==> src/rtl/fetch_prefetch_queue.sv <==
// fetch_prefetch_queue: instruction-fetch front end. It issues word-addressed reads
// and buffers each returned word, together with its PC, in a DEPTH-entry FIFO for decode.
// A redirect flushes the FIFO and restarts fetch at redirect_pc.
// Optional feature macro: FETCHQ_BYPASS_EN. When defined, a word returning into an empty
// queue is presented on out_* in the same cycle.
//
// state   | meaning
// IDLE    | no read outstanding; waits for FIFO space
// REQ     | read of fetch_pc outstanding on the instruction port
// DISCARD | abandoned read still outstanding; its data will be dropped
module fetch_prefetch_queue #(
    parameter int          WORD_W   = 16,
    parameter int          ADDR_W   = 16,
    parameter int          DEPTH    = 4,
    parameter int unsigned RESET_PC = 0
) (
    input  logic              clk,
    input  logic              reset_n,
    output logic              readM1,
    output logic [ADDR_W-1:0] address1,
    input  logic [WORD_W-1:0] data1,
    input  logic              mem_ready,
    input  logic              redirect,
    input  logic [ADDR_W-1:0] redirect_pc,
    input  logic              deq_ready,
    output logic              out_valid,
    output logic [WORD_W-1:0] out_inst,
    output logic [ADDR_W-1:0] out_pc,
    output logic [WORD_W-1:0] num_fetched
);
    localparam int                PTR_W      = $clog2(DEPTH);
    localparam int                CNT_W      = PTR_W + 1;
    localparam logic [CNT_W-1:0]  C_DEPTH    = CNT_W'(DEPTH);
    localparam logic [ADDR_W-1:0] C_RESET_PC = ADDR_W'(RESET_PC);

    typedef enum logic [1:0] {
        IDLE    = 2'd0,
        REQ     = 2'd1,
        DISCARD = 2'd2
    } state_t;

    state_t            r_state;
    logic              r_read;
    logic [ADDR_W-1:0] r_addr;
    logic [ADDR_W-1:0] r_fetch_pc;
    logic [WORD_W-1:0] r_num_fetched;

    logic [WORD_W-1:0] r_mem_inst [DEPTH];
    logic [ADDR_W-1:0] r_mem_pc   [DEPTH];
    logic [PTR_W-1:0]  r_rd_ptr;
    logic [PTR_W-1:0]  r_wr_ptr;
    logic [CNT_W-1:0]  r_count;

    logic              w_empty;
    logic              w_accept;
    logic              w_enq;
    logic              w_deq;
    logic [CNT_W-1:0]  w_count_next;
    logic [ADDR_W-1:0] w_pc_inc;

    assign w_empty  = (r_count == '0);
    // A word is accepted only from a live read; redirect drops it.
    assign w_accept = (r_state == REQ) && mem_ready && !redirect;
    // Redirect overrides any dequeue in the same cycle.
    assign w_deq    = !w_empty && deq_ready && !redirect;
    assign w_pc_inc = r_fetch_pc + ADDR_W'(1);

`ifdef FETCHQ_BYPASS_EN
    logic w_bypass;
    assign w_bypass  = w_accept && w_empty;
    // A bypassed word taken by decode this cycle never enters the FIFO.
    assign w_enq     = w_accept && !(w_bypass && deq_ready);
    assign out_valid = !w_empty || w_bypass;
    assign out_inst  = w_bypass ? data1  : r_mem_inst[r_rd_ptr];
    assign out_pc    = w_bypass ? r_addr : r_mem_pc[r_rd_ptr];
`else
    assign w_enq     = w_accept;
    assign out_valid = !w_empty;
    assign out_inst  = r_mem_inst[r_rd_ptr];
    assign out_pc    = r_mem_pc[r_rd_ptr];
`endif

    assign w_count_next = r_count + CNT_W'(w_enq) - CNT_W'(w_deq);

    assign readM1      = r_read;
    assign address1    = r_addr;
    assign num_fetched = r_num_fetched;

    // Fetch sequencer: state, fetch PC, registered read request/address, fetch counter.
    always_ff @(posedge clk) begin
        if (!reset_n) begin
            r_state       <= IDLE;
            r_read        <= 1'b0;
            r_addr        <= C_RESET_PC;
            r_fetch_pc    <= C_RESET_PC;
            r_num_fetched <= '0;
        end else begin
            case (r_state)
                IDLE: begin
                    if (redirect) begin
                        r_fetch_pc <= redirect_pc;
                        r_addr     <= redirect_pc;
                        r_read     <= 1'b1;
                        r_state    <= REQ;
                    end else if (r_count < C_DEPTH) begin
                        r_addr  <= r_fetch_pc;
                        r_read  <= 1'b1;
                        r_state <= REQ;
                    end
                end
                REQ: begin
                    if (redirect) begin
                        r_fetch_pc <= redirect_pc;
                        if (mem_ready) begin
                            r_addr  <= redirect_pc;
                            r_state <= REQ;
                        end else begin
                            // r_addr keeps the abandoned address until memory completes it.
                            r_state <= DISCARD;
                        end
                    end else if (mem_ready) begin
                        r_fetch_pc    <= w_pc_inc;
                        r_addr        <= w_pc_inc;
                        r_num_fetched <= r_num_fetched + WORD_W'(1);
                        if (w_count_next < C_DEPTH) begin
                            r_state <= REQ;
                        end else begin
                            r_read  <= 1'b0;
                            r_state <= IDLE;
                        end
                    end
                end
                DISCARD: begin
                    if (redirect) begin
                        r_fetch_pc <= redirect_pc;
                    end
                    if (mem_ready) begin
                        r_addr  <= redirect ? redirect_pc : r_fetch_pc;
                        r_state <= REQ;
                    end
                end
                default: begin
                    r_read  <= 1'b0;
                    r_state <= IDLE;
                end
            endcase
        end
    end

    // Prefetch FIFO: storage, pointers and occupancy; redirect empties it.
    always_ff @(posedge clk) begin
        if (!reset_n) begin
            r_rd_ptr <= '0;
            r_wr_ptr <= '0;
            r_count  <= '0;
            for (int i = 0; i < DEPTH; i++) begin
                r_mem_inst[i] <= '0;
                r_mem_pc[i]   <= '0;
            end
        end else if (redirect) begin
            r_rd_ptr <= '0;
            r_wr_ptr <= '0;
            r_count  <= '0;
        end else begin
            if (w_enq) begin
                r_mem_inst[r_wr_ptr] <= data1;
                r_mem_pc[r_wr_ptr]   <= r_fetch_pc;
                r_wr_ptr             <= r_wr_ptr + PTR_W'(1);
            end
            if (w_deq) begin
                r_rd_ptr <= r_rd_ptr + PTR_W'(1);
            end
            r_count <= w_count_next;
        end
    end
endmodule

==> config.mk <==
export PLATFORM = sky130hd
export DESIGN_NAME = fetch_prefetch_queue
export DESIGN_NICKNAME = d
export VERILOG_FILES = /design/src/rtl/fetch_prefetch_queue.sv
export SDC_FILE = /design/constraint.sdc
export NUM_CORES = 1
export LEC_CHECK = 0
export ABC_AREA = 0
export ABC_CLOCK_PERIOD_IN_PS = 4500
export CAP_MARGIN = 20
export CORE_AREA = 2 2 151 153
export CTS_CLUSTER_DIAMETER = 120
export DETAILED_ROUTE_END_ITERATION = 10
export DIE_AREA = 0 0 153 155
export PLACE_DENSITY_LB_ADDON = 0.08
export SETUP_SLACK_MARGIN = 0.1
export SLEW_MARGIN = 20
export SYNTH_ARGS = -nofsm -noshare
export SYNTH_HDL_FRONTEND = slang
export SYNTH_SLANG_ARGS = --single-unit
==> constraint.sdc <==
create_clock -name clk -period 4.5 [get_ports clk]
set_input_delay 0.9 -clock clk [delete_from_list [all_inputs] [get_ports clk]]
set_output_delay 0.9 -clock clk [all_outputs]
set_load 0.02 [all_outputs]
Yosys cells after proc, flatten, opt, wreduce, memory -nomap -nowiden
Memories as Yosys holds them, arrays and structs flattened. A register that Yosys moved wholly into a read port is not among the register bits.
Index checks and enable logic that the tools add are counted.
{"block": "word_totals", "input_bits": 37, "memories": 2, "wordCells": 87, "output_inout_bits": 66, "ff_bits": 58, "ramBits": 128}
{"name": "r_mem_inst", "depth": 4, "word_bits": 16, "read_ports": 1, "rd_ports_with_merged_regs": 1, "write_ports": 4, "line_no": "48", "text": "logic [WORD_W-1:0] r_mem_inst [DEPTH];"}
{"name": "r_mem_pc", "depth": 4, "word_bits": 16, "read_ports": 1, "rd_ports_with_merged_regs": 1, "write_ports": 4, "line_no": "49", "text": "logic [ADDR_W-1:0] r_mem_pc [DEPTH];"}
{"block": "op_classes", "n_mux": 39, "n_addsub": 6, "order_cmp": 2, "n_bitwise": 3, "eq_ne": 8, "n_reduce_logical": 19}
{"operator": "16-bit two-way mux", "n": 10}
{"operator": "16-bit one-hot mux with 3 select lines", "n": 1}
{"operator": "16-bit by 1-bit adder with 16-bit output, second input constant", "n": 2}
{"operator": "16-bit one-hot mux with 2 select lines", "n": 1}
{"operator": "16-bit OR reduction", "n": 2}
{"operator": "2-bit two-way mux", "n": 12}
{"operator": "1-bit two-way mux", "n": 13}
{"operator": "2-bit inequality test, second input constant", "n": 4}
{"operator": "3-bit less-than comparator, second input constant", "n": 2}
{"operator": "3-bit inequality test, second input constant", "n": 2}
{"operator": "2-bit one-hot mux with 3 select lines", "n": 1}
{"operator": "3-bit AND reduction", "n": 2}
{"operator": "5-bit AND reduction", "n": 1}
{"operator": "2-bit by 1-bit adder with 2-bit output, second input constant", "n": 2}
{"operator": "1-bit logical AND", "n": 4}
{"operator": "4-bit AND reduction", "n": 1}
{"operator": "2-bit OR reduction", "n": 2}
{"operator": "3-bit by 1-bit adder with 3-bit output", "n": 1}
{"operator": "3-bit zero test", "n": 1}
{"operator": "1-bit inverter", "n": 3}
{"operator": "1-bit one-hot mux with 3 select lines", "n": 1}
{"operator": "3-bit nonzero test", "n": 1}
{"operator": "3-bit by 1-bit subtractor with 3-bit output", "n": 1}
{"operator": "2-bit by 1-bit == test with 1-bit output, second input constant", "n": 1}
{"operator": "other kinds (5)", "n": 6}

Longest topological paths before layout
Gate-level depths: netlist of run 1.
{"block": "depth", "word_depth": 10, "mapped_depth": 13, "mapped_depth_nobuf": 11}

Least setup slack after synthesis of run 1
No wires, ideal clock.
{"block": "synth_path", "kind": "in2reg", "start": "in mem_ready", "end": "mem r_mem_inst[2][0] (enable)", "stages": 5, "path_buffers": 2, "arrival_ps": 3787, "t_required_ps": 4034, "setup_time_ps": 466, "path_slack_ps": 247, "cell_sequence": "buf_2 > and4bb_1 > buf_4 > inv_1 > o21ai_0"}
{"element": "from (decl)", "line_no": "22", "text": "input logic mem_ready,"}
{"element": "to (decl)", "line_no": "48"}

Worst setup path in the final report of run 1
{"block": "layout_path", "start": "in mem_ready", "end": "reg r_state[0]"}
{"block": "layout_between", "elab_chain_len": 9, "elab_cells_between_ends": 13, "classes_between": "add/sub: 2; order compare: 1; eq/ne: 2; mux: 5; reduce/logical: 3"}
{"element": "1-bit logical AND (2 in series)", "line_no": "63", "text": "assign w_accept = (r_state == REQ) && mem_ready && !redirect;"}
{"element": "3-bit by 1-bit adder with 3-bit output", "line_no": "83", "text": "assign w_count_next = r_count + CNT_W'(w_enq) - CNT_W'(w_deq);"}
{"element": "3-bit by 1-bit subtractor with 3-bit output", "line_no": "83"}
{"element": "3-bit less-than comparator", "line_no": "125", "text": "if (w_count_next < C_DEPTH) begin"}
{"element": "1-bit two-way mux", "line_no": "125"}
{"element": "2-bit two-way mux", "line_no": "121", "text": "end else if (mem_ready) begin"}
{"element": "2-bit two-way mux", "line_no": "112", "text": "if (redirect) begin"}
{"element": "2-bit one-hot mux with 3 select lines", "line_no": "98", "text": "case (r_state)"}
{"element": "to (signal assigned)", "line_no": "116", "text": "r_state <= REQ;"}
{"element": "to (signal assigned)", "line_no": "126", "text": "r_state <= REQ;"}
{"element": "to (signal assigned)", "line_no": "129", "text": "r_state <= IDLE;"}
{"element": "to (decl)", "line_no": "42", "text": "state_t r_state;"}
Parallel ways exist; a longest one is shown, timed or not. The select of a mux whose other input is x is not followed.
A chain may end at the register's enable or synchronous reset.

==> results.cfg, run 1 <==
[global_routing]
antenna_found_initial = 0
grt_pass1_wl_mm = 34.9
overflow = 0
grt_max_degree = 56
grt_pass1_vias = 6299
grt_usage_pct = 18.8

[flow_run]
drv_cap = 0

[clocking]
cts_resized = 0
clk_latency_ns = 0.44
tritoncts = built
cts_sinks = 188
clkTransAtPathRegs_ns = 0.07
cts_buffers = 17
h-tree-depth = 4
holdBufCountCts = 0
clock_path_buffers = 2
clockRootBuffer = clkbuf_16
cts_setup_buffers = 0

[die]
die_h_um = 155
core_um2 = 22200
start_util_pct = 39.1
rows = 55
die_width_um = 153
ios = 103
die_area_um2 = 23700

[finish]
antenna_cells = 0
layout.nets = 882
utilization_pct = 47.4
drive_above_1_share_pct = 11.0
layout_common_cells = edfxtp_1, nor2_1, clkdlybuf4s50_1
synthToLayoutAreaGrowth_pct = 21.3
design_area_um2 = 10500
final_common_cell = edfxtp_1

[logic_synthesis]
syn_nets = 802
async_flop_share_pct = 0
synth_ff_type = edfxtp_1
avgSynthCellArea_um2 = 11.4
yosys_warnings = 0
synth_seq_cells = 188
synth-edff-count = 128
synth_cell_types = 66
syn_area_um2 = 8690
synth_cells = 760
ys_seq_area_share_pct = 58.0

[sta]
skew_ns = 0.0104
tns_ns = 0
fmaxAchievable_ghz = 0.275
tightest_slew_ns = 1.03
finalSetupViolCount = 0
hold_violations = 0
fin_crit_ns = 3.63
slew_violations = 0
post-route-period-util_pct = 80.7
slew_headroom_pct = 31.4
rsz0062_at_grt = false

[critical_path]
critPathLaunchType = input pin
critPathArrivalTime_ns = 3.95
critPathKind = input pin to register
path_max_fanout = 10
endpoint_kind = register
worstPathRequired_ns = 4.82

[power_and_ir_drop]
p_int_mw = 2.87
switching_share_pct = 25.3
cellPowerDensity_nw_per_um2 = 365
seqPwrFrac_pct = 51.5
comb_power_share_pct = 10.6
p_leak_nw = 3.85
power_switching_mw = 0.975
finalPower_mw = 3.85
vdd_drop_max_mv = 0.301
p_clk_share_pct = 37.9

[routing]
wl_mm = 21.6
wl_per_cell_um = 19.0
antenna_left = 0
dr.pass1.iters = 5
detail_route.vias_per_cell = 5.32
drt_iter0_drc = 517
vias = 6059
drcViolationCount = 0

[placement]
dp_hpwl_mm = 13.3
placed_cell_area_um2 = 9980
port_buffers = 102
gp_congestion = 0.759

[status]
status = completed

[worst_hold_path]
min_path_type = register to register
[cell families (layout without fill, tap and decap cells)]
group,after synthesis,after routing,synth area share (%)
AND/OR/NAND/NOR,292,292,16.3
flip-flops,188,188,58.0
AO/OA/AOI/OAI,103,103,7.87
buffers and inverters,103,196,4.85
multiplexers,38,38,8.98
XOR/XNOR,31,31,3.12
adder cells (fa/ha/maj),5,5,0.806
[path summary, 6_finish.rpt]
path / startpoint / endpoint / slack [ns] / depth (start not counted)
worst max-delay path: mem_ready / r_state[0] / 0.87 / 12
worst min-delay path: address1[13] / address1[13] / 0.48 / 2
worst max register to register: r_state[1] / r_state[0] / 1.33 / 11
worst min register to register: address1[13] / address1[13] / 0.48 / 2
[final cells by class]
type / instances / area (µm²)
tap: 285 / 357
multi-input combinational: 469 / 3260
clock inverter: 14 / 134
timing repair buffer: 119 / 1160
sequential: 188 / 5050
clock buffer: 18 / 429
fill: 2041 / 11700
inverter: 45 / 169
[sequential cells by signal (all words and copies together) (netlist names), named ones only]
name / count
r_mem_inst: 64
r_mem_pc: 64
address1: 16
num_fetched: 16
r_fetch_pc: 16
r_count: 3
r_rd_ptr: 2
r_state: 2
r_wr_ptr: 2
readM1: 1
[metal layers]
| metal | wire length, µm | global-route usage (%) | share of wire [%] |
|---|---|---|---|
| met2 | 10400 | 31.9 | 48 |
| met4 | 314 | 5.91 | 1.5 |
| met5 | 0 | 0 | 0 |
| met3 | 823 | 2.90 | 3.8 |
| met1 | 10100 | 25.0 | 47 |
[metrics by stage]
stage | hold WS [ns] | setup WS [ns] | cells
detailed placement | 0.458 | 0.467 | 1106
CTS | 0.477 | 0.853 | 1138
global placement | 0.462 | 0.601 | 1106
finish | 0.480 | 0.868 | 1138
floorplan | 0.485 | 0.247 | 760
global route | 0.508 | 0.656 | 1138
[cell usage after synthesis (all sizes together) (9+ instances only)]
library cell	count	area (µm²)
dfxtp	60	1200
xnor2	16	140
a21oi	17	88.8
edfxtp	128	3840
nand2b	10	62.6
xor2	15	131
inv	44	165
nor3	10	55.1
and3	11	68.8
clkbuf	30	114
nor2	109	409
mux4	32	721
nand4	9	86.3
and2	30	188
nand3	13	65.1
buf	28	139
o21ai	33	165
nor4	13	103
nand2	73	277
[power by group through the flow]
stage | Sequential, mW | Clock (mW) | Combinational [mW]
4_1_cts | 1.98 | 1.48 | 0.411
5_1_grt | 1.99 | 1.56 | 0.443
6_report | 1.98 | 1.46 | 0.408
2_1_floorplan | 2.01 | 0 | 0.236
3_3_place_gp | 2.02 | 0 | 0.406
3_5_place_dp | 2.02 | 0 | 0.409
[critical path, stage by stage]
cell	delay, ns
clkdlybuf4s50_1	0.67
and4bb_1	0.27
inv_1	0.18
ha_1	0.35
inv_1	0.04
ha_1	0.18
fa_1	0.39
xnor2_1	0.22
xnor2_1	0.11
nor3b_1	0.26
nor2_1	0.09
o311a_1	0.29
No activity file was read; power rests on OpenSTA's default activity.
==> run 2: changes to the inputs <==
--- a/config.mk
+++ b/config.mk
@@ -6,7 +6,7 @@
 export NUM_CORES = 1
 export LEC_CHECK = 0
 export ABC_AREA = 0
-export ABC_CLOCK_PERIOD_IN_PS = 4500
+export ABC_CLOCK_PERIOD_IN_PS = 3100
 export CAP_MARGIN = 20
 export CORE_AREA = 2 2 151 153
 export CTS_CLUSTER_DIAMETER = 120
==> constraint.sdc (replaced) <==
create_clock -name clk -period 3.1 [get_ports clk]
set_input_delay 0.62 -clock clk [delete_from_list [all_inputs] [get_ports clk]]
set_output_delay 0.62 -clock clk [all_outputs]
set_load 0.02 [all_outputs]
==> run 2 against run 1 <==
Against the previous run: routed wire length fell by 2.4%; die area did not move; sequential share of layout area fell by 0.70 points; critical path depth did not move; count of clock-buffer cells in the layout fell by 1; largest cell class unchanged; highest routed layer unchanged.
==> results.cfg, run 2 (synthesized netlist as in run 1, its figures left out) <==
[sta]
fin_crit_ns = 2.83
fmaxAchievable_ghz = 0.353
tightest_slew_ns = 0.642
holdWs_ns = 0.471
rsz0062_at_grt = false
post-route-period-util_pct = 91.4
slew_headroom_pct = 56.8
skew_ns = 0.0170
hold_violations = 0
finalSetupViolCount = 0
tns_ns = 0
slew_violations = 0

[routing]
drcViolationCount = 0
antenna_left = 0
detail_route.vias_per_cell = 5.27
vias = 6047
dr.pass1.iters = 4
wl_mm = 21.1
wl_per_cell_um = 18.4
drt_iter0_drc = 406

[clocking]
cts_sinks = 188
h-tree-depth = 4
holdBufCountCts = 0
clk_latency_ns = 0.43
tritoncts = built
clkTransAtPathRegs_ns = 0.07
clockRootBuffer = clkbuf_16
clock_path_buffers = 2
cts_buffers = 17

[global_routing]
grt_pass1_vias = 6169
grt_max_degree = 56
grt_pass1_wl_mm = 33.9
overflow = 0
antenna_found_initial = 0
grt_usage_pct = 18.3

[placement]
gp_congestion = 0.780
dp.cells = 1116
port_buffers = 102
dp_hpwl_mm = 13.3

[finish]
final_common_cell = edfxtp_1
reg_top3 = r_mem_inst x64, r_mem_pc x64
layout.nets = 892
fin_cells = 1148
layout_common_cells = edfxtp_1, nor2_1, clkdlybuf4s50_1
antenna_cells = 0
synthToLayoutAreaGrowth_pct = 23.1
drive_above_1_share_pct = 12.3

[worst_hold_path]
hold_depth = 2
min_path_type = register to register

[critical_path]
critPathLaunch = redirect
worstReg2RegEnd = r_state[0]
critPathKind = input pin to register
endpoint_kind = register
rr_worst_depth = 11
critPathArrivalTime_ns = 3.16
worstPathRequired_ns = 3.42
critPathCapture = r_state[0]
r2r-start = r_count[1]
path_max_fanout = 3
critPathLaunchType = input pin
r2r_setup_slack_ns = 0.30

[die]
ios = 103
die_area_um2 = 23700
die_h_um = 155
start_util_pct = 39.1
die_width_um = 153
rows = 55
core_um2 = 22200

[power_and_ir_drop]
cellPowerDensity_nw_per_um2 = 530
vdd_drop_max_mv = 0.343
p_leak_nw = 3.92

[flow_run]
drv_cap = 0

[status]
status = completed
-- run 2: worst max-delay path, cell delays in order --
cell	delay, ns
clkdlybuf4s50_1	0.44
and4bb_1	0.31
inv_1	0.07
ha_1	0.28
inv_1	0.04
ha_1	0.18
fa_1	0.38
xnor2_1	0.19
xnor2_1	0.11
nor3b_2	0.19
nor2_1	0.07
o311a_1	0.28
-- run 2: final cells by class --
type | instances | area [µm²]
multi-input combinational | 469 | 3260
timing repair buffer | 129 | 1270
clock buffer | 17 | 425
clock inverter | 15 | 171
sequential | 188 | 5050
fill | 2074 | 11500
inverter | 45 | 169
tap | 285 | 357
-- run 2: timing repair --
item | CTS | global route
setup endpoints to repair | 0 | 1
gates resized for setup | 0 | 1
endpoints found under the hold margin | 0 | 0
setup buffers | 0 | 0
-- run 2: stage by stage --
stage               power (mW)  cell area (µm²)  utilization (%)  setup WS [ns]
detailed placement        3.55            10100             45.4         -0.255
global placement          3.54            10100             45.4         -0.179
CTS                       5.74            10700             48.1          0.211
global route              5.91            10700             48.2          0.108
finish                    5.68            10700             48.2          0.268
floorplan                 3.26             8690                -       -0.00798
-- run 2: report_power, final --
part / total (mW) / switching, mW / internal (mW)
Sequential: 2.86 / 0.0754 / 2.79
Combinational: 0.622 / 0.347 / 0.275
Clock: 2.19 / 1.04 / 1.15
-- run 2: per-layer routing --
layer	GRT usage, %	vias up	part of all wire, %
li1	-	2900	-
met1	23.9	2983	45
met2	31.8	153	50
met3	2.84	11	4.7
met4	5.25	0	0.59
met5	0	-	0
-- run 2: how the worst min path moves through the flow --
stage / slack (ns) / to / from
6_report: 0.47 / address1[13] / address1[13]
5_1_grt: 0.50 / address1[9] / address1[9]
4_1_cts: 0.48 / address1[13] / address1[13]
3_5_place_dp: 0.46 / address1[9] / address1[9]
3_3_place_gp: 0.46 / address1[13] / address1[13]
2_1_floorplan: 0.48 / register / r_rd_ptr[1]
